[src/rtl/axis_arb_pkg.sv]
// Shared types and helpers for the AXI-Stream packet arbiter.
// Holds the arbiter state encoding and the grant-index width helper.
package axis_arb_pkg;

   typedef enum logic {
      IDLE = 1'b0,
      BUSY = 1'b1
   } arb_state_e;

   // A single-bit index is still needed when only one or two sources exist.
   function automatic int clog2_min1(input int n);
      return (n <= 2) ? 1 : $clog2(n);
   endfunction

endpackage

[src/rtl/axis_packet_arbiter_rr_select.sv]
// Combinational round-robin selector: rotate the request vector so the search
// starts at last_grant+1, priority-encode the lowest set bit, then un-rotate.
module rr_select #(
   parameter int NUM_S = 4,
   parameter int SEL_W = 2
) (
   input  logic [NUM_S-1:0] req_i,
   input  logic [SEL_W-1:0] last_grant_i,
   output logic             any_o,
   output logic [SEL_W-1:0] idx_o
);

   logic [SEL_W:0]   start;
   logic [SEL_W:0]   offset;
   logic [SEL_W:0]   sum;
   logic [NUM_S-1:0] rot;

   always_comb begin
      start = {1'b0, last_grant_i} + (SEL_W+1)'(1);
      if (start >= (SEL_W+1)'(NUM_S)) begin
         start = '0;
      end
      rot = NUM_S'({req_i, req_i} >> start);
      offset = '0;
      // Descending scan so the lowest rotated position wins.
      for (int k = NUM_S - 1; k >= 0; k--) begin
         if (rot[k]) begin
            offset = (SEL_W+1)'(k);
         end
      end
      sum = start + offset;
      if (sum >= (SEL_W+1)'(NUM_S)) begin
         sum = sum - (SEL_W+1)'(NUM_S);
      end
      idx_o = sum[SEL_W-1:0];
      any_o = |req_i;
   end

endmodule

[src/rtl/axis_packet_arbiter.sv]
// N-to-1 AXI-Stream packet arbiter: round-robin grant locked for a whole packet,
// followed by one registered output stage tagging each beat with its source id.
module axis_packet_arbiter
   import axis_arb_pkg::*;
#(
   parameter int NUM_S      = 4,
   parameter int DATA_WIDTH = 32,
   parameter int KEEP_WIDTH = DATA_WIDTH / 8,
   parameter int USER_WIDTH = 1,
   parameter int SEL_W      = clog2_min1(NUM_S)
) (
   input  logic                        clk,
   input  logic                        rst,
   input  logic [NUM_S*DATA_WIDTH-1:0] s_axis_tdata,
   input  logic [NUM_S*KEEP_WIDTH-1:0] s_axis_tkeep,
   input  logic [NUM_S*USER_WIDTH-1:0] s_axis_tuser,
   input  logic [NUM_S-1:0]            s_axis_tlast,
   input  logic [NUM_S-1:0]            s_axis_tvalid,
   output logic [NUM_S-1:0]            s_axis_tready,
   output logic [DATA_WIDTH-1:0]       m_axis_tdata,
   output logic [KEEP_WIDTH-1:0]       m_axis_tkeep,
   output logic [USER_WIDTH-1:0]       m_axis_tuser,
   output logic [SEL_W-1:0]            m_axis_tid,
   output logic                        m_axis_tlast,
   output logic                        m_axis_tvalid,
   input  logic                        m_axis_tready,
   output logic                        grant_valid,
   output logic [SEL_W-1:0]            grant_idx
);

   arb_state_e            state_q, state_d;
   logic [SEL_W-1:0]      grant_idx_q, grant_idx_d;
   logic [SEL_W-1:0]      last_grant_q, last_grant_d;
   logic                  grant_valid_q, grant_valid_d;
   logic [DATA_WIDTH-1:0] m_data_q, m_data_d;
   logic [KEEP_WIDTH-1:0] m_keep_q, m_keep_d;
   logic [USER_WIDTH-1:0] m_user_q, m_user_d;
   logic [SEL_W-1:0]      m_tid_q, m_tid_d;
   logic                  m_last_q, m_last_d;
   logic                  m_valid_q, m_valid_d;

   logic                  rr_any;
   logic [SEL_W-1:0]      rr_idx;
   logic                  out_free;
   logic                  load;
   logic                  sel_valid, sel_last;
   logic [DATA_WIDTH-1:0] sel_data;
   logic [KEEP_WIDTH-1:0] sel_keep;
   logic [USER_WIDTH-1:0] sel_user;

   rr_select #(
      .NUM_S(NUM_S),
      .SEL_W(SEL_W)
   ) u_rr_select (
      .req_i       (s_axis_tvalid),
      .last_grant_i(last_grant_q),
      .any_o       (rr_any),
      .idx_o       (rr_idx)
   );

   // Granted-source mux and slave-side handshake.
   always_comb begin
      sel_valid = 1'b0;
      sel_last  = 1'b0;
      sel_data  = '0;
      sel_keep  = '0;
      sel_user  = '0;
      for (int i = 0; i < NUM_S; i++) begin
         if (grant_idx_q == SEL_W'(i)) begin
            sel_valid = s_axis_tvalid[i];
            sel_last  = s_axis_tlast[i];
            sel_data  = s_axis_tdata[i*DATA_WIDTH +: DATA_WIDTH];
            sel_keep  = s_axis_tkeep[i*KEEP_WIDTH +: KEEP_WIDTH];
            sel_user  = s_axis_tuser[i*USER_WIDTH +: USER_WIDTH];
         end
      end
      // The output register can accept a beat when empty or draining this cycle.
      out_free = !m_valid_q || m_axis_tready;
      load     = (state_q == BUSY) && out_free && sel_valid;
      s_axis_tready = '0;
      if (state_q == BUSY) begin
         s_axis_tready[grant_idx_q] = out_free;
      end
   end

   always_comb begin
      state_d       = state_q;
      grant_idx_d   = grant_idx_q;
      grant_valid_d = grant_valid_q;
      last_grant_d  = last_grant_q;
      m_data_d      = m_data_q;
      m_keep_d      = m_keep_q;
      m_user_d      = m_user_q;
      m_tid_d       = m_tid_q;
      m_last_d      = m_last_q;
      m_valid_d     = m_valid_q;

      case (state_q)
         IDLE: begin
            if (rr_any) begin
               grant_idx_d   = rr_idx;
               grant_valid_d = 1'b1;
               state_d       = BUSY;
            end
         end
         BUSY: begin
            if (load && sel_last) begin
               last_grant_d  = grant_idx_q;
               grant_valid_d = 1'b0;
               state_d       = IDLE;
            end
         end
         default: state_d = IDLE;
      endcase

      // A new load overrides the downstream drain so beats stream back to back.
      if (load) begin
         m_data_d  = sel_data;
         m_keep_d  = sel_keep;
         m_user_d  = sel_user;
         m_last_d  = sel_last;
         m_tid_d   = grant_idx_q;
         m_valid_d = 1'b1;
      end else if (m_axis_tready) begin
         m_valid_d = 1'b0;
      end
   end

   always_ff @(posedge clk) begin
      if (rst) begin
         state_q       <= IDLE;
         grant_idx_q   <= '0;
         grant_valid_q <= 1'b0;
         last_grant_q  <= SEL_W'(NUM_S - 1);
         m_data_q      <= '0;
         m_keep_q      <= '0;
         m_user_q      <= '0;
         m_tid_q       <= '0;
         m_last_q      <= 1'b0;
         m_valid_q     <= 1'b0;
      end else begin
         state_q       <= state_d;
         grant_idx_q   <= grant_idx_d;
         grant_valid_q <= grant_valid_d;
         last_grant_q  <= last_grant_d;
         m_data_q      <= m_data_d;
         m_keep_q      <= m_keep_d;
         m_user_q      <= m_user_d;
         m_tid_q       <= m_tid_d;
         m_last_q      <= m_last_d;
         m_valid_q     <= m_valid_d;
      end
   end

   assign m_axis_tdata  = m_data_q;
   assign m_axis_tkeep  = m_keep_q;
   assign m_axis_tuser  = m_user_q;
   assign m_axis_tid    = m_tid_q;
   assign m_axis_tlast  = m_last_q;
   assign m_axis_tvalid = m_valid_q;
   assign grant_valid   = grant_valid_q;
   assign grant_idx     = grant_idx_q;

endmodule

[config.mk]
export PLATFORM = sky130hd
export DESIGN_NAME = axis_packet_arbiter
export DESIGN_NICKNAME = d
export VERILOG_FILES = /design/src/rtl/axis_arb_pkg.sv /design/src/rtl/axis_packet_arbiter_rr_select.sv /design/src/rtl/axis_packet_arbiter.sv
export SDC_FILE = /design/constraint.sdc
export NUM_CORES = 1
export LEC_CHECK = 0
export CAP_MARGIN = 20
export CORE_ASPECT_RATIO = 1.1
export CORE_MARGIN = 4
export CORE_UTILIZATION = 38
export CTS_BUF_LIST = sky130_fd_sc_hd__clkbuf_8
export CTS_CLUSTER_DIAMETER = 150
export CTS_CLUSTER_SIZE = 16
export DETAILED_ROUTE_END_ITERATION = 16
export PLACE_DENSITY = 0.85
export SYNTH_ARGS = -nofsm -noshare
export SYNTH_HDL_FRONTEND = slang
export SYNTH_SLANG_ARGS = --single-unit
[constraint.sdc]
create_clock -name clk -period 3.3 [get_ports clk]
set_input_delay 0.825 -clock clk [delete_from_list [all_inputs] [get_ports clk]]
set_output_delay 0.825 -clock clk [all_outputs]
set_load 0.005 [all_outputs]
# Word-level counts from Yosys, hierarchy flattened
# Index checks and enable logic that the tools add are counted.
classes:
  bitwise_logic: 2
  multipliers: 0
  div: 0
  shifts: 1
  n_addsub: 3
  n_lt_le_gt_ge: 4
  n_eq_ne: 5
  muxes: 37
  n_reduce_logical: 12
op_table:
  columns: ["cell", "n"]
  rows:
  - ["2-to-1 mux 32 bit", 4]
  - ["2-to-1 mux 4 bit", 5]
  - ["2-to-1 mux 1 bit", 19]
  - ["2-to-1 mux 2 bit", 5]
  - ["right shift 8 x 3 -> 4 bit", 1]
  - [">= comparator 3 bit, second input constant", 2]
  - ["AND reduction 2 bit", 3]
  - ["AND 4 bit", 1]
  - ["equality test 2 bit, second input constant", 2]
  - ["logical AND 1 bit", 4]
  - ["one-hot mux 1 bit (2 select lines)", 2]
  - ["OR reduction 4 bit", 1]
  - ["adder 2 x 1 -> 3 bit, second input constant", 1]
  - ["adder 3 x 2 -> 3 bit", 1]
  - ["< comparator 2 x 3 -> 1 bit, second input constant", 1]
  - ["2-to-1 mux 3 bit", 1]
  - ["demux 1 bit (select 2 bit)", 1]
  - ["equality test 2 x 1 -> 1 bit, second input constant", 1]
  - [">= comparator 2 x 1 -> 1 bit, second input constant", 1]
  - ["zero test 2 bit", 1]
  - ["inequality test 2 x 1 -> 1 bit, second input constant", 1]
  - ["inequality test 2 bit, second input constant", 1]
  - ["nonzero test 2 bit", 1]
  - ["subtractor 2 x 1 -> 2 bit, second input constant", 1]
  - ["3 further kinds", 3]
word_totals:
  latchBits: 0
  word_cells: 74
  output_inout_bits: 48
  ramBits: 0
  n_memories: 0
  in_bits: 159
  mem_bits_ro: 0
  regBits: 47

# Logic depth before layout (Yosys ltp)
depth:
  word_depth: 11
  mapped_depth: 6
  mapped_depth_nobuf: 5

# Cells and area by module
# Synthesis repeated with hierarchy kept, for this count alone.
hier_totals:
  cells_unflattened: 287
  area_unflattened_um2: 2817.7
modules_own_cells:
  columns: ["mod", "cells_per_inst", "seq_area_each_um2", "instances", "area_per_inst_um2"]
  rows:
  - ["axis_packet_arbiter", 260, 940.9, 1, 2641.3]
  - ["rr_select", 27, 0.0, 1, 176.4]

# Least setup slack after synthesis
# Ideal clock, no wire load.
synth_path:
  kind: "input -> output"
  from: "in m_axis_tready"
  to: "out s_axis_tready[3]"
  t_arrival_ps: 1420
  path_slack_ps: 1055
  required_ps: 2475
  n_path_buf: 0
  cell_stages: 3
  path_cell_list: "nand2b_1 and2_0 and3_1"
synth_between:
  elab_chain_len: 3
synth_lines:
  columns: ["item", "line", "text"]
  rows:
  - ["start, declared", "axis_packet_arbiter.sv:26", "input logic m_axis_tready,"]
  - ["logical OR 1 bit", "axis_packet_arbiter.sv:78", "out_free = !m_valid_q || m_axis_tready;"]
  - ["AND 4 bit (no source line)", null, null]
  - ["2-to-1 mux 4 bit", "axis_packet_arbiter.sv:81", "if (state_q == BUSY) begin"]
  - ["end, declared", "axis_packet_arbiter.sv:19", "output logic [NUM_S-1:0] s_axis_tready,"]
# No other way between the ends.

# Final worst setup path
layout_path:
  from: "in m_axis_tready"
  to: "out s_axis_tready[2]"
# Same word-level chain as after synthesis.

==> Implementation_results.wiki <==
{| class="wikitable"
! Metric !! Value
|-
| Run status || completed
|-
| Total die area || 8560 µm²
|-
| Portion of the post-synthesis area used by sequential elements || 0.347
|-
| Top FF cell, synth || sky130_fd_sc_hd__dfxtp_1
|-
| Total of cells resized after clock tree synthesis || 0
|-
| Layout net count || 633
|-
| Total negative slack || 0 ns
|-
| Sum of routed wire length over all layers || 9690 µm
|-
| Number of CTS-inserted buffers || 5
|-
| CTS tree || yes
|-
| Final Non-Filler Cells || 559
|-
| Horizontal die dimension || 88.6 µm
|-
| # rows || 32
|-
| Finished Cell Area || 4900 µm²
|-
| Flip-flop and latch count after synthesis || 47
|-
| Worst IR drop on VDD || 0.178 mV
|-
| Syn Std Cell Area || 2720 µm²
|-
| Static Leakage || 1.69 nW
|-
| Least-Margin Pin Slew || 0.881 ns
|-
| Root buffer cell || sky130_fd_sc_hd__clkbuf_8
|-
| Yosys warning total || 0
|-
| Final min period || 3.20 ns
|-
| CTS Sinks || 47
|-
| Pre-antenna DRT Iters || 4
|-
| Final count of negative-setup-slack endpoints || 0
|-
| Mean post-synth cell area || 9.80 µm²
|-
| Gp weighted congestion || 0.875
|-
| IO Count || 207
|-
| Initial core utilization || 0.390
|-
| Hold-fix buffer count after cts || 0
|-
| Layout overhead on the synthesized area || 80.3%
|-
| Antenna-violating nets left || 0
|-
| Number of endpoints with negative hold slack in the final report || 0
|-
| Via count of the first global-routing pass || 3229
|-
| Class of the tightest hold or removal check || reg -> reg
|-
| Die Y || 96.7 µm
|-
| Clock transition at path regs || 0.08 ns
|-
| Peak-usage layer in the global routing report || met2
|-
| Number of buffers added on ports || 206
|-
| Startpoint kind of the worst setup timing path || input port
|-
| Cell taking the most area after synthesis || sky130_fd_sc_hd__dfxtp_1
|-
| Area contributors post-synth || sky130_fd_sc_hd__dfxtp_1 35%, sky130_fd_sc_hd__mux4_2 32%, sky130_fd_sc_hd__nand2_1 11%
|-
| DR WL/cell || 17.3 µm
|-
| Power density relative to cell area || 351 nW/µm²
|-
| Most instantiated library cell after synthesis || sky130_fd_sc_hd__nand2_1
|-
| Drc violations || 0
|-
| Clock Path Buffers || 2
|-
| CP endpoint kind || output pin
|-
| Number of synthesized flops with an enable pin || 0
|-
| Number of different library cells in the post-synthesis netlist || 35
|-
| Clock tree skew after final layout || 0.00666 ns
|-
| Overall fraction of global-route tracks in use || 0.221
|-
| Wire length of the first global-routing pass || 14900 µm
|-
| Ys async rst share || 0
|-
| Post-route core utilization || 0.703
|-
| GR Util met3 || 0.0647
|-
| Number of antenna violations at the first check in global routing || 0
|-
| Final worst-path setup slack || 0.0997 ns
|-
| Global-route track usage on met2 || 0.432
|-
| Hold Path Depth || 2
|-
| Setup repair after global routing missed its margin || false
|-
| Largest driver fanout on the critical path || 5
|-
| Gate count of the mapped netlist || 277
|-
| Violation count after the first detailed-route iteration || 100
|-
| Post-placement cell count || 551
|-
| Share of final-layout standard cells stronger than drive strength 1 || 0.120
|-
| CORE AREA || 6970 µm²
|-
| Post-detailed-route via-to-cell ratio || 5.36
|-
| Crit Path Category || in -> out
|-
| Hold Slack || 0.457 ns
|-
| Pins Over Slew Limit || 0
|-
| Routed vias || 2994
|-
| Placed standard-cell area || 4810 µm²
|-
| Antenna diode instance count || 0
|-
| Largest net degree at the start of global routing || 50
|-
| CTS H-tree depth || 2
|-
| Share of the clock period used by the worst path || 0.970
|-
| Tot Pwr || 1.72 mW
|-
| Post-placement worst setup slack || 0.136 ns
|-
| CP required || 2.47 ns
|-
| Global routing usage on met1 || 0.211
|-
| Clock insertion delay at the later pin of the skew report || 0.29 ns
|-
| Data arrival time of the critical path || 2.38 ns
|-
| Most frequent cells after synthesis || 83 x sky130_fd_sc_hd__nand2_1, 47 x sky130_fd_sc_hd__dfxtp_1, 43 x sky130_fd_sc_hd__a21oi_1, 38 x sky130_fd_sc_hd__mux4_2, 11 x sky130_fd_sc_hd__buf_2
|-
| Dpl hpwl || 7890 µm
|-
| Overflow left after global routing || 0
|-
| Top cell type's share of synthesized area || 0.347
|-
| Postcts setup bufs || 0
|-
| Worst-case reg-to-reg path depth || 5
|-
| Max Freq || 0.312 GHz
|-
| Tightest slew margin relative to the limit || 0.413
|-
| Syn Nets || 437
|-
| Reported max-cap violation count || 0
|}
[area by class of cell]
type,instances,area [µm²]
Sequential cell,47,943
Multi-Input combinational cell,204,1650
Inverter,2,7.51
Clock buffer,5,68.8
Fill cell,538,2070
Tap cell,85,106
Timing Repair Buffer,213,2110
Clock inverter,3,12.5
[worst max-delay path, cell delays in order]
cell                              delay, ns
sky130_fd_sc_hd__clkdlybuf4s50_1       0.45
sky130_fd_sc_hd__nand2b_1              0.20
sky130_fd_sc_hd__and2_0                0.20
sky130_fd_sc_hd__nand2_1               0.06
sky130_fd_sc_hd__nor2_1                0.11
sky130_fd_sc_hd__clkdlybuf4s50_1       0.52
[layout by cell type, fill, tap and decap left out, types with 2 or more instances in the layout]
cell / n
sky130_fd_sc_hd__dfxtp_2: 2
sky130_fd_sc_hd__nand3_1: 2
sky130_fd_sc_hd__nor2_1: 3
sky130_fd_sc_hd__o21a_1: 2
sky130_fd_sc_hd__and3_1: 2
sky130_fd_sc_hd__or3b_2: 2
sky130_fd_sc_hd__a31oi_1: 2
sky130_fd_sc_hd__nor3_1: 2
sky130_fd_sc_hd__clkdlybuf4s50_1: 205
sky130_fd_sc_hd__clkbuf_8: 5
sky130_fd_sc_hd__buf_4: 7
sky130_fd_sc_hd__nand2b_1: 4
sky130_fd_sc_hd__inv_1: 4
sky130_fd_sc_hd__a21oi_1: 43
sky130_fd_sc_hd__nand2_1: 83
sky130_fd_sc_hd__mux4_2: 38
sky130_fd_sc_hd__dfxtp_1: 45
sky130_fd_sc_hd__o21ai_0: 5
[flip-flops by register name (all words and copies together) (netlist names)]
register and count:
last_grant_q 2, m_axis_tvalid 1, state_q 1, grant_valid 1, m_axis_tdata 32, m_axis_tuser 1
grant_idx 2, m_axis_tkeep 4, m_axis_tlast 1, m_axis_tid 2
[per-layer routing]
metal	up-vias	share of wire
met3	20	0.096
li1	1401	-
met2	170	0.55
met5	-	0
met4	0	0.024
met1	1403	0.33
[report_power, final]
part	switching [mW]	total [mW]	internal [mW]
logic	0.262	0.715	0.453
registers	0.0486	0.681	0.632
clock network	0.180	0.322	0.143
total	0.491	1.72	1.23
[worst paths after layout]
check,from,end,slack (ns)
max,m_axis_tready,s_axis_tready[2],0.1
min reg2reg,m_axis_tdata[8],m_axis_tdata[8],0.46
max reg2reg,grant_idx[0],last_grant_q[0],1.36
min,m_axis_tdata[8],m_axis_tdata[8],0.46
[kinds of logic (layout without fill, tap and decap cells)]
kind of cell,Yosys count,count (layout),synth area share
mux,39,39,0.319
simple gates,106,106,0.167
fa+ha+maj,1,1,0.00461
compound gates,58,58,0.116
flops,47,47,0.347
buf+inv,26,223,0.0465
Note: power is estimated with default switching activity, not from simulation.
